File: config.mk
export PLATFORM = sky130hd
export DESIGN_NAME = v_config_ctrl
export DESIGN_NICKNAME = d
export VERILOG_FILES = /design/src/rtl/v_pkg.sv /design/src/rtl/v_vlmax_calc.sv /design/src/rtl/v_config_ctrl.sv
export SDC_FILE = /design/constraint.sdc
export NUM_CORES = 1
export LEC_CHECK = 0
export BUFFER_PORTS_ARGS = -buffer_cell sky130_fd_sc_hd__buf_2
export CAP_MARGIN = 20
export CORE_ASPECT_RATIO = 2
export CORE_MARGIN = 2
export CORE_UTILIZATION = 30
export DETAILED_ROUTE_END_ITERATION = 16
export PLACE_DENSITY_LB_ADDON = 0.3
export SKIP_LAST_GASP = 1
export SLEW_MARGIN = 20
export SYNTH_ARGS = -nofsm -noshare
export SYNTH_HDL_FRONTEND = slang
export SYNTH_SLANG_ARGS = --single-unit
File: constraint.sdc
create_clock -name clk -period 3.7 [get_ports clk]
set_clock_uncertainty 0.1 [all_clocks]
set_input_delay 0.185 -clock clk [delete_from_list [all_inputs] [get_ports clk]]
set_output_delay 0.185 -clock clk [all_outputs]
set_load 0.01 [all_outputs]
File: src/rtl/v_pkg.sv
// Shared types and constants for the vector configuration controller.
// Encodings follow the RVV vtype layout: vsew in [5:3], vlmul in [2:0].
package v_pkg;

   typedef enum logic [1:0] {
      VSETVLI  = 2'b00,
      VSETIVLI = 2'b01,
      VSETVL   = 2'b10
   } cfg_op_e;

   typedef enum logic [2:0] {
      E8  = 3'b000,
      E16 = 3'b001,
      E32 = 3'b010,
      E64 = 3'b011
   } vsew_e;

   typedef enum logic [2:0] {
      M1  = 3'b000,
      M2  = 3'b001,
      M4  = 3'b010,
      M8  = 3'b011,
      MF8 = 3'b101,
      MF4 = 3'b110,
      MF2 = 3'b111
   } vlmul_e;

   localparam int unsigned VTYPE_VILL_BIT = 31;

   typedef enum logic [1:0] {
      IDLE   = 2'b00,
      DRAIN  = 2'b01,
      CALC   = 2'b10,
      COMMIT = 2'b11
   } cfg_state_e;

endpackage

File: src/rtl/v_vlmax_calc.sv
// Combinational VLMAX computation and vtype legality check for the low
// six vtype bits (vsew/vlmul) against the configured VLEN and ELEN.
module v_vlmax_calc
   import v_pkg::*;
#(
   parameter int VLEN = 256,
   parameter int ELEN = 64
) (
   input  logic [5:0]  vtype,
   output logic [31:0] vlmax,
   output logic        vill
);

   localparam logic [31:0] VLEN_W = 32'(VLEN);
   localparam logic [31:0] ELEN_W = 32'(ELEN);

   logic [2:0]  vsew;
   logic [2:0]  vlmul;
   logic [31:0] base;
   logic [31:0] sew;
   logic        lmul_bad;

   assign vsew  = vtype[5:3];
   assign vlmul = vtype[2:0];

   always_comb begin
      base     = VLEN_W >> (3 + vsew);
      sew      = 32'd8 << vsew;
      vlmax    = '0;
      lmul_bad = 1'b0;
      case (vlmul)
         M1:      vlmax = base;
         M2:      vlmax = base << 1;
         M4:      vlmax = base << 2;
         M8:      vlmax = base << 3;
         MF2:     vlmax = base >> 1;
         MF4:     vlmax = base >> 2;
         MF8:     vlmax = base >> 3;
         default: lmul_bad = 1'b1;
      endcase
      vill = lmul_bad | (vsew > E64) | (sew > ELEN_W) | (vlmax == '0);
   end

endmodule

File: src/rtl/v_config_ctrl.sv
// Sequences vsetvli/vsetivli/vsetvl into the vl/vtype CSRs, draining
// in-flight vector ops first and stalling vector issue meanwhile.
module v_config_ctrl
   import v_pkg::*;
#(
   parameter int VLEN       = 256,
   parameter int ELEN       = 64,
   parameter int INFLIGHT_W = 4
) (
   input  logic        clk,
   input  logic        rst,
   input  logic        cfg_valid,
   output logic        cfg_ready,
   input  logic [1:0]  cfg_op,
   input  logic [31:0] cfg_avl,
   input  logic [31:0] cfg_vtype,
   input  logic        cfg_rs1_x0,
   input  logic        cfg_rd_x0,
   input  logic [31:0] vl_cur,
   input  logic        vec_issue,
   input  logic        vec_done,
   output logic        issue_stall,
   output logic        csr_wr_en,
   output logic [31:0] csr_vl,
   output logic [31:0] csr_vtype,
   output logic        rd_valid,
   output logic [31:0] rd_data,
   output logic        busy
);

   cfg_state_e state, state_n;

   logic [INFLIGHT_W-1:0] inflight;
   logic                  inflight_full;

   logic [1:0]  op_q;
   logic [31:0] avl_q;
   logic [31:0] vtype_q;
   logic        rs1_x0_q;
   logic        rd_x0_q;
   logic [31:0] vl_cur_q;

   logic [31:0] vlmax;
   logic        vill_fmt;
   logic        vill;
   logic [31:0] avl;
   logic [31:0] new_vl;
   logic [31:0] new_vtype;
   logic [31:0] new_vl_q;
   logic [31:0] new_vtype_q;

   assign inflight_full = &inflight;

   v_vlmax_calc #(
      .VLEN (VLEN),
      .ELEN (ELEN)
   ) u_vlmax_calc (
      .vtype (vtype_q[5:0]),
      .vlmax (vlmax),
      .vill  (vill_fmt)
   );

   always_comb begin
      vill = vill_fmt | (vtype_q[31:6] != '0) | (op_q == 2'b11);
      if (op_q == VSETIVLI)
         avl = {27'b0, avl_q[4:0]};
      else if (!rs1_x0_q)
         avl = avl_q;
      else if (!rd_x0_q)
         avl = '1;
      else
         avl = vl_cur_q;
      new_vl    = (avl <= vlmax) ? avl : vlmax;
      new_vtype = {26'b0, vtype_q[5:0]};
      if (vill) begin
         new_vl                    = '0;
         new_vtype                 = '0;
         new_vtype[VTYPE_VILL_BIT] = 1'b1;
      end
   end

   always_ff @(posedge clk) begin
      if (rst)
         state <= IDLE;
      else
         state <= state_n;
   end

   always_comb begin
      state_n = state;
      case (state)
         IDLE:    if (cfg_valid) state_n = DRAIN;
         DRAIN:   if (inflight == '0) state_n = CALC;
         CALC:    state_n = COMMIT;
         COMMIT:  state_n = IDLE;
         default: state_n = IDLE;
      endcase
   end

   always_comb begin
      cfg_ready   = (state == IDLE);
      busy        = (state != IDLE);
      csr_wr_en   = (state == COMMIT);
      rd_valid    = (state == COMMIT) && !rd_x0_q;
      issue_stall = (state != IDLE) || cfg_valid || inflight_full;
   end

   // Simultaneous issue and retire nets to zero regardless of the count.
   always_ff @(posedge clk) begin
      if (rst)
         inflight <= '0;
      else if (vec_issue && !vec_done && !inflight_full)
         inflight <= inflight + 1'b1;
      else if (vec_done && !vec_issue && (inflight != '0))
         inflight <= inflight - 1'b1;
   end

   always_ff @(posedge clk) begin
      if (rst) begin
         op_q        <= '0;
         avl_q       <= '0;
         vtype_q     <= '0;
         rs1_x0_q    <= 1'b0;
         rd_x0_q     <= 1'b0;
         vl_cur_q    <= '0;
         new_vl_q    <= '0;
         new_vtype_q <= '0;
      end else begin
         if (state == IDLE && cfg_valid) begin
            op_q     <= cfg_op;
            avl_q    <= cfg_avl;
            vtype_q  <= cfg_vtype;
            rs1_x0_q <= cfg_rs1_x0;
            rd_x0_q  <= cfg_rd_x0;
            vl_cur_q <= vl_cur;
         end
         if (state == CALC) begin
            new_vl_q    <= new_vl;
            new_vtype_q <= new_vtype;
         end
      end
   end

   assign csr_vl    = new_vl_q;
   assign csr_vtype = new_vtype_q;
   assign rd_data   = new_vl_q;

endmodule

==> results of run 1 <==
## power groups by stage
stage	sequential [mW]	combinational, mW	clock (mW)
6_report	1.95	1.52	1.84
5_1_grt	1.98	1.73	1.95
4_1_cts	1.95	1.53	1.90
3_5_place_dp	1.98	1.45	0
3_3_place_gp	1.98	1.43	0
2_1_floorplan	1.92	1.10	0
## layer usage
metal / vias to the layer above / share of wire / GRT usage
met3: 33 / 0.039 / 0.0284
met5: - / 0 / 0
met2: 188 / 0.54 / 0.302
met1: 2687 / 0.38 / 0.172
met4: 0 / 0.035 / 0.0837
li1: 3032 / - / -
## registers in the layout, summed over array words and instances (netlist names)
register and cells:
csr_vtype 7, state 2, rs1_x0_q 1, op_q 2, vl_cur_q 32, rd_x0_q 1
inflight 4, avl_q 32, vtype_q 32, csr_vl 32
## synthesized netlist by cell type (all sizes together), types with 5 or more instances
master | count | area [um2]
nand2 | 225 | 845
dfxtp | 145 | 2900
a21oi | 114 | 571
buf | 61 | 452
clkbuf | 43 | 161
nor2 | 27 | 101
and2 | 26 | 163
inv | 22 | 82.6
ha | 14 | 175
nor4 | 13 | 81.3
o21ai | 13 | 65.1
nor2b | 10 | 62.6
mux2i | 9 | 90.1
nor3 | 6 | 30.0
o22ai | 6 | 37.5
or4 | 5 | 37.5
## worst reg2reg max path: cells and delay by family, from the launching register on
family                   cells  cell delay, ns
AND/OR/NAND/NOR              5            1.13
buffers and inverters        2            0.31
flip-flops                   1            0.47
multiplexers                 1            0.21
adder cells (fa/ha/maj)      1            0.33
AO/OA/AOI/OAI                4            0.66
## final cells by class
cell class | instances | area [um2] | share of cell area
Antenna cell | 1 | 2.50 | 0.000284
Inverter | 22 | 82.6 | 0.00937
Multi-Input combinational cell | 555 | 2890 | 0.328
Timing Repair Buffer | 288 | 1960 | 0.223
Clock buffer | 17 | 425 | 0.0483
Tap cell | 269 | 337 | 0.0382
Sequential cell | 145 | 2900 | 0.329
Clock inverter | 15 | 209 | 0.0237
## worst min path at each step
stage | from | end | slack (ns)
2_1_floorplan | cfg_avl[17] | avl_q[17] | 0.22
3_3_place_gp | vl_cur[19] | vl_cur_q[19] | 0.33
3_5_place_dp | cfg_vtype[8] | vtype_q[8] | 0.33
4_1_cts | vec_issue | inflight[2] | 0.14
5_1_grt | vec_issue | inflight[2] | 0.20
6_report | vec_issue | inflight[2] | 0.17
## stage by stage
step	area, um2	utilization
finish	8810	0.421
global route	8810	0.421
CTS	8800	0.420
detailed placement	7160	0.342
global placement	7160	0.342
floorplan	6460	-
## kinds of logic after synthesis
kind of cell               Yosys count
other                                1
AOI/OAI and AO/OA                  160
muxes                               12
buffers and inverters              126
DFF                                145
xor gates and xnor gates             6
adders and majority gates           16
and+or+nand+nor                    336
## timing repair
action	in CTS	in global routing
hold endpoints to repair	100	0
buffers inserted	0	0
hold buffers	100	0
==> results.sh, run 1 <==
export IMPL_io_buffers=180
export IMPL_max_cap_viol_count=0
export IMPL_clk_pin_slew_ns=0.07
export IMPL_grt_max_degree=101
export IMPL_drtIter0Drc=242
export IMPL_rr_worst_depth=13
export IMPL_cts_root_buf="clkbuf_16"
export IMPL_min_period_ns=3.33
export IMPL_antenna_left=0
export IMPL_antenna_found_initial=1
export IMPL_route_detailed_drc=0
export IMPL_crit_end="csr_vl[8]"
export IMPL_cts_max_level=4
export IMPL_combPwrFrac=0.286
export IMPL_num_vias=5940
export IMPL_grt_pass1_wl_um=28900
export IMPL_cp_data_arrival_time_ns=3.52
export IMPL_core_area_um2=20900
export IMPL_area_delta_synth_final_pct=38.2
export IMPL_rsz0062_at_grt="no"
export IMPL_cp_max_fo=10
export IMPL_maxSlewHeadroom=0.311
export IMPL_drive_above_1_share=0.223
export IMPL_clk_path_buf_depth=2
export IMPL_setup_viol=0
export IMPL_cp_depth=13
export IMPL_synth_compound_area_frac=0.143
export IMPL_pwr_share_seq=0.367
export IMPL_finalNonFillerCells=1312
export IMPL_start_kind="register"
export IMPL_synth_simple_area_share=0.232
export IMPL_run_status="completed"
export IMPL_place_hpwl_um=12200
export IMPL_whs_ns=0.165
export IMPL_clock_sinks=145
export IMPL_power_density_nw_per_um2=603
export IMPL_start_util=0.305
export IMPL_grt_usage=0.163
export IMPL_placedCellCount=1179
export IMPL_p_clk_frac=0.347
export IMPL_r2r_start="vtype_q[0]"
export IMPL_final_setup_tns_ns=0
export IMPL_netlist_instances=802
export IMPL_holdPathStages=4
export IMPL_path_cells="nand2b_1 > nand2_1 > nor4_1 > inv_1 > ha_1 > nand3_1 > or2_2 > o22ai_1 > o31ai_1 > a211oi_4 > buf_4 > mux2i_1 > o21ai_1"
export IMPL_cp_startpoint="vtype_q[0]"
export IMPL_final_max_slew_viol_count=0
export IMPL_fill_cells=2153
export IMPL_synth_avg_cell_area_um2=7.95
export IMPL_synth_top_family_by_area="simple AND/OR/NAND/NOR gates"
export IMPL_yosysWarnings=0
export IMPL_netlist_area_um2=6370
export IMPL_dr_pass1_iters=4
export IMPL_p_sw_mw=1.79
export IMPL_layout_setup_ws_ns=0.374
export IMPL_synth_ff_type="dfxtp_1"
export IMPL_crit_buf_inv=2
export IMPL_clock_fmax_mhz=301
export IMPL_critical_path_class="reg -> reg"
export IMPL_p_leak_nw=3.85
export IMPL_async_flop_share=0
export IMPL_dieArea_um2=22500
export IMPL_fin_total_pwr_mw=5.31
export IMPL_numCtsBuffers=17
export IMPL_worstMarginPinSlew_ns=1.03
export IMPL_synth_seq_cells=145
export IMPL_ys_seq_area_frac=0.455
export IMPL_timing_final_crit_share=0.899
export IMPL_layout_nets=1149
export IMPL_viasPerCell=4.53
export IMPL_layout_commonest_cell="nand2_1"
export IMPL_synth_distinct_cells=50
export IMPL_dp_slack_ns=0.378
export IMPL_wl_um=18200
export IMPL_cp_slowest_cell="dfxtp_1"
export IMPL_crit_path_max_incr_delay_ns=0.47
export IMPL_synth_xor_area_share=0.00824
export IMPL_grt_overflow=0
export IMPL_synthAdderAreaFrac=0.0324
export IMPL_hold_viol=0
export IMPL_p_int_mw=3.52
export IMPL_reg2reg_slack_ns=0.37
export IMPL_crit_required_ns=3.89
export IMPL_critPathCaptureType="register"
export IMPL_rows=75
export IMPL_cts_tree="yes"
export IMPL_cts_resized=0
export IMPL_place_congestion=0.861
export IMPL_p_sw_frac=0.337
export IMPL_dieHeight_um=210
export IMPL_die_w_um=107
export IMPL_vdd_drop_max_mv=0.845
export IMPL_layout_common_cells="nand2_1 (224), buf_2 (179), dfxtp_1 (145)"
export IMPL_rr_endpoint="csr_vl[8]"
export IMPL_synth_edf_count=0
export IMPL_hold_class="in -> reg"
export IMPL_clk_latency_ns=0.42
export IMPL_crit_family="simple AND/OR/NAND/NOR gates"
export IMPL_routedWlPerCell_um=13.9
export IMPL_synth_mux_area_frac=0.0194
export IMPL_grt_pass1_vias=5855
export IMPL_num_io_pins=206
No activity file was read; power rests on OpenSTA's default activity.
==> run 2, diff against run 1 <==
--- a/config.mk
+++ b/config.mk
@@ -11,7 +11,6 @@
 export CORE_MARGIN = 2
 export CORE_UTILIZATION = 30
 export DETAILED_ROUTE_END_ITERATION = 16
-export PLACE_DENSITY_LB_ADDON = 0.3
 export SKIP_LAST_GASP = 1
 export SLEW_MARGIN = 20
 export SYNTH_ARGS = -nofsm -noshare
==> constraint.sdc (replaced) <==
create_clock -name clk -period 3.7 [get_ports clk]
set_clock_uncertainty 0.1 [all_clocks]
set_input_delay 0.185 -clock clk [delete_from_list [all_inputs] [get_ports clk]]
set_output_delay 0.185 -clock clk [all_outputs]
set_load 0.1 [all_outputs]
==> results.sh, run 2 (synthesis gave the netlist of run 1 again) <==
export IMPL_run_status="completed"
export IMPL_die_w_um=107
export IMPL_final_max_slew_viol_count=0
export IMPL_grt_pass1_vias=5905
export IMPL_timing_final_crit_share=0.901
export IMPL_viasPerCell=4.59
export IMPL_clk_path_buf_depth=2
export IMPL_power_density_nw_per_um2=627
export IMPL_grt_overflow=0
export IMPL_fin_area_um2=8760
export IMPL_dieArea_um2=22500
export IMPL_wl_um=18200
export IMPL_clock_fmax_mhz=300
export IMPL_placedCellCount=1178
export IMPL_p_leak_nw=3.83
export IMPL_hold_viol=0
export IMPL_r2r_start="vtype_q[5]"
export IMPL_fin_total_pwr_mw=5.49
export IMPL_finalNonFillerCells=1309
export IMPL_critPathCaptureType="register"
export IMPL_io_buffers=180
export IMPL_regArea_um2=2900
export IMPL_num_io_pins=206
export IMPL_layout_nets=1148
export IMPL_core_area_um2=20900
export IMPL_routedWlPerCell_um=13.9
export IMPL_vdd_drop_max_mv=0.716
export IMPL_cp_startpoint="vtype_q[5]"
export IMPL_numCtsBuffers=17
export IMPL_rr_worst_depth=13
export IMPL_area_delta_synth_final_pct=37.4
export IMPL_start_kind="register"
export IMPL_cts_root_buf="clkbuf_16"
export IMPL_clock_sinks=145
export IMPL_cts_tree="yes"
export IMPL_cts_max_level=4
export IMPL_place_hpwl_um=12300
export IMPL_place_area_um2=7160
export IMPL_clk_pin_slew_ns=0.06
export IMPL_top_usage_layer="met2"
export IMPL_antenna_found_initial=1
export IMPL_drive_above_1_share=0.220
export IMPL_layout_commonest_cell="nand2_1"
export IMPL_dieHeight_um=210
export IMPL_layout_common_cells="nand2_1 (224), buf_2 (179), dfxtp_1 (145)"
export IMPL_place_congestion=0.874
export IMPL_global_route_usage_met1=0.173
export IMPL_max_cap_viol_count=0
export IMPL_dr_pass1_iters=4
export IMPL_holdPathStages=4
export IMPL_cp_max_fo=13
export IMPL_rsz0062_at_grt="no"
export IMPL_use_met2=0.302
export IMPL_antenna_left=0
export IMPL_rr_endpoint="csr_vl[8]"
export IMPL_worstMarginPinSlew_ns=1.05
export IMPL_setup_viol=0
export IMPL_reg2reg_slack_ns=0.36
export IMPL_num_vias=6012
export IMPL_fill_cells=2121
export IMPL_gr_usage_met3=0.0281
export IMPL_drtIter0Drc=201
export IMPL_post_cts_buffers=0
export IMPL_route_detailed_drc=0
export IMPL_crit_end="csr_vl[8]"
export IMPL_min_period_ns=3.34
export IMPL_grt_usage=0.165
export IMPL_grt_pass1_wl_um=28900
export IMPL_cp_data_arrival_time_ns=3.53
export IMPL_rows=75
export IMPL_start_util=0.305
export IMPL_hold_class="in -> reg"
export IMPL_crit_required_ns=3.90
export IMPL_maxSlewHeadroom=0.303
export IMPL_multi_input_area_um2=2890
export IMPL_grt_max_degree=101
export IMPL_critical_path_class="reg -> reg"
export IMPL_clk_latency_ns=0.42
export IMPL_final_setup_tns_ns=0
-- run 2: cell types whose count changed in the layout (fill, tap and decap cells not counted) --
| cell | delta |
|---|---|
| clkbuf_8 | +2 |
| buf_4 | -1 |
| clkinv_2 | +4 |
| bufinv_16 | -1 |
| clkinv_4 | -3 |
| clkinvlp_4 | -1 |
| inv_6 | -3 |
-- run 2: worst max-delay path: stages, from the launching register on --
cell,delay [ns]
dfxtp_1,0.62
nor2b_1,0.16
mux2i_1,0.28
o32ai_1,0.15
a2bb2oi_1,0.25
ha_1,0.19
nand3_1,0.07
or2_2,0.29
o22ai_1,0.14
o31ai_1,0.13
a211oi_4,0.32
buf_4,0.22
mux2i_1,0.20
o21ai_1,0.08
-- run 2: layer usage --
metal	vias up	wire (um)
li1	3023	-
met1	2756	6890
met2	189	9800
met3	44	755
met4	0	782
met5	-	0
-- run 2: stage by stage --
stage / worst slack, ns / util / hold WS (ns)
after floorplan: 0.546 / - / 0.221
after global placement: 0.472 / 0.342 / 0.329
after detailed placement: 0.396 / 0.342 / 0.332
after CTS: 0.375 / 0.418 / 0.126
after global routing: 0.0786 / 0.419 / 0.202
final: 0.365 / 0.419 / 0.141
-- run 2: layout make-up --
cell class,count,share of cell area
Clock inverter,11,0.0159
Timing Repair Buffer,287,0.223
Multi-Input combinational cell,555,0.330
Inverter,22,0.00943
Sequential cell,145,0.331
Clock buffer,19,0.0517
Antenna cell,1,0.000286
Tap cell,269,0.0384
-- run 2: worst min path at each step --
| stage | start | to | slack (ns) |
|---|---|---|---|
| final | vec_issue | inflight[2] | 0.14 |
| after detailed placement | cfg_vtype[18] | vtype_q[18] | 0.33 |
| after global routing | vec_issue | inflight[2] | 0.20 |
| after floorplan | cfg_avl[17] | avl_q[17] | 0.22 |
| after global placement | vl_cur[8] | vl_cur_q[8] | 0.33 |
| after CTS | vec_issue | inflight[2] | 0.13 |
-- run 2: power by group --
| group | total, mW | switching (mW) | internal, mW |
|---|---|---|---|
| Sequential | 1.95 | 0.161 | 1.79 |
| Combinational | 1.80 | 1.21 | 0.596 |
| Clock | 1.74 | 0.653 | 1.08 |
| Total | 5.49 | 2.02 | 3.47 |
-- run 2: repair_timing --
| item | CTS | global route |
|---|---|---|
| resized for setup | 0 | 0 |
| hold buffers | 100 | 0 |
| hold endpoints to repair | 100 | 0 |
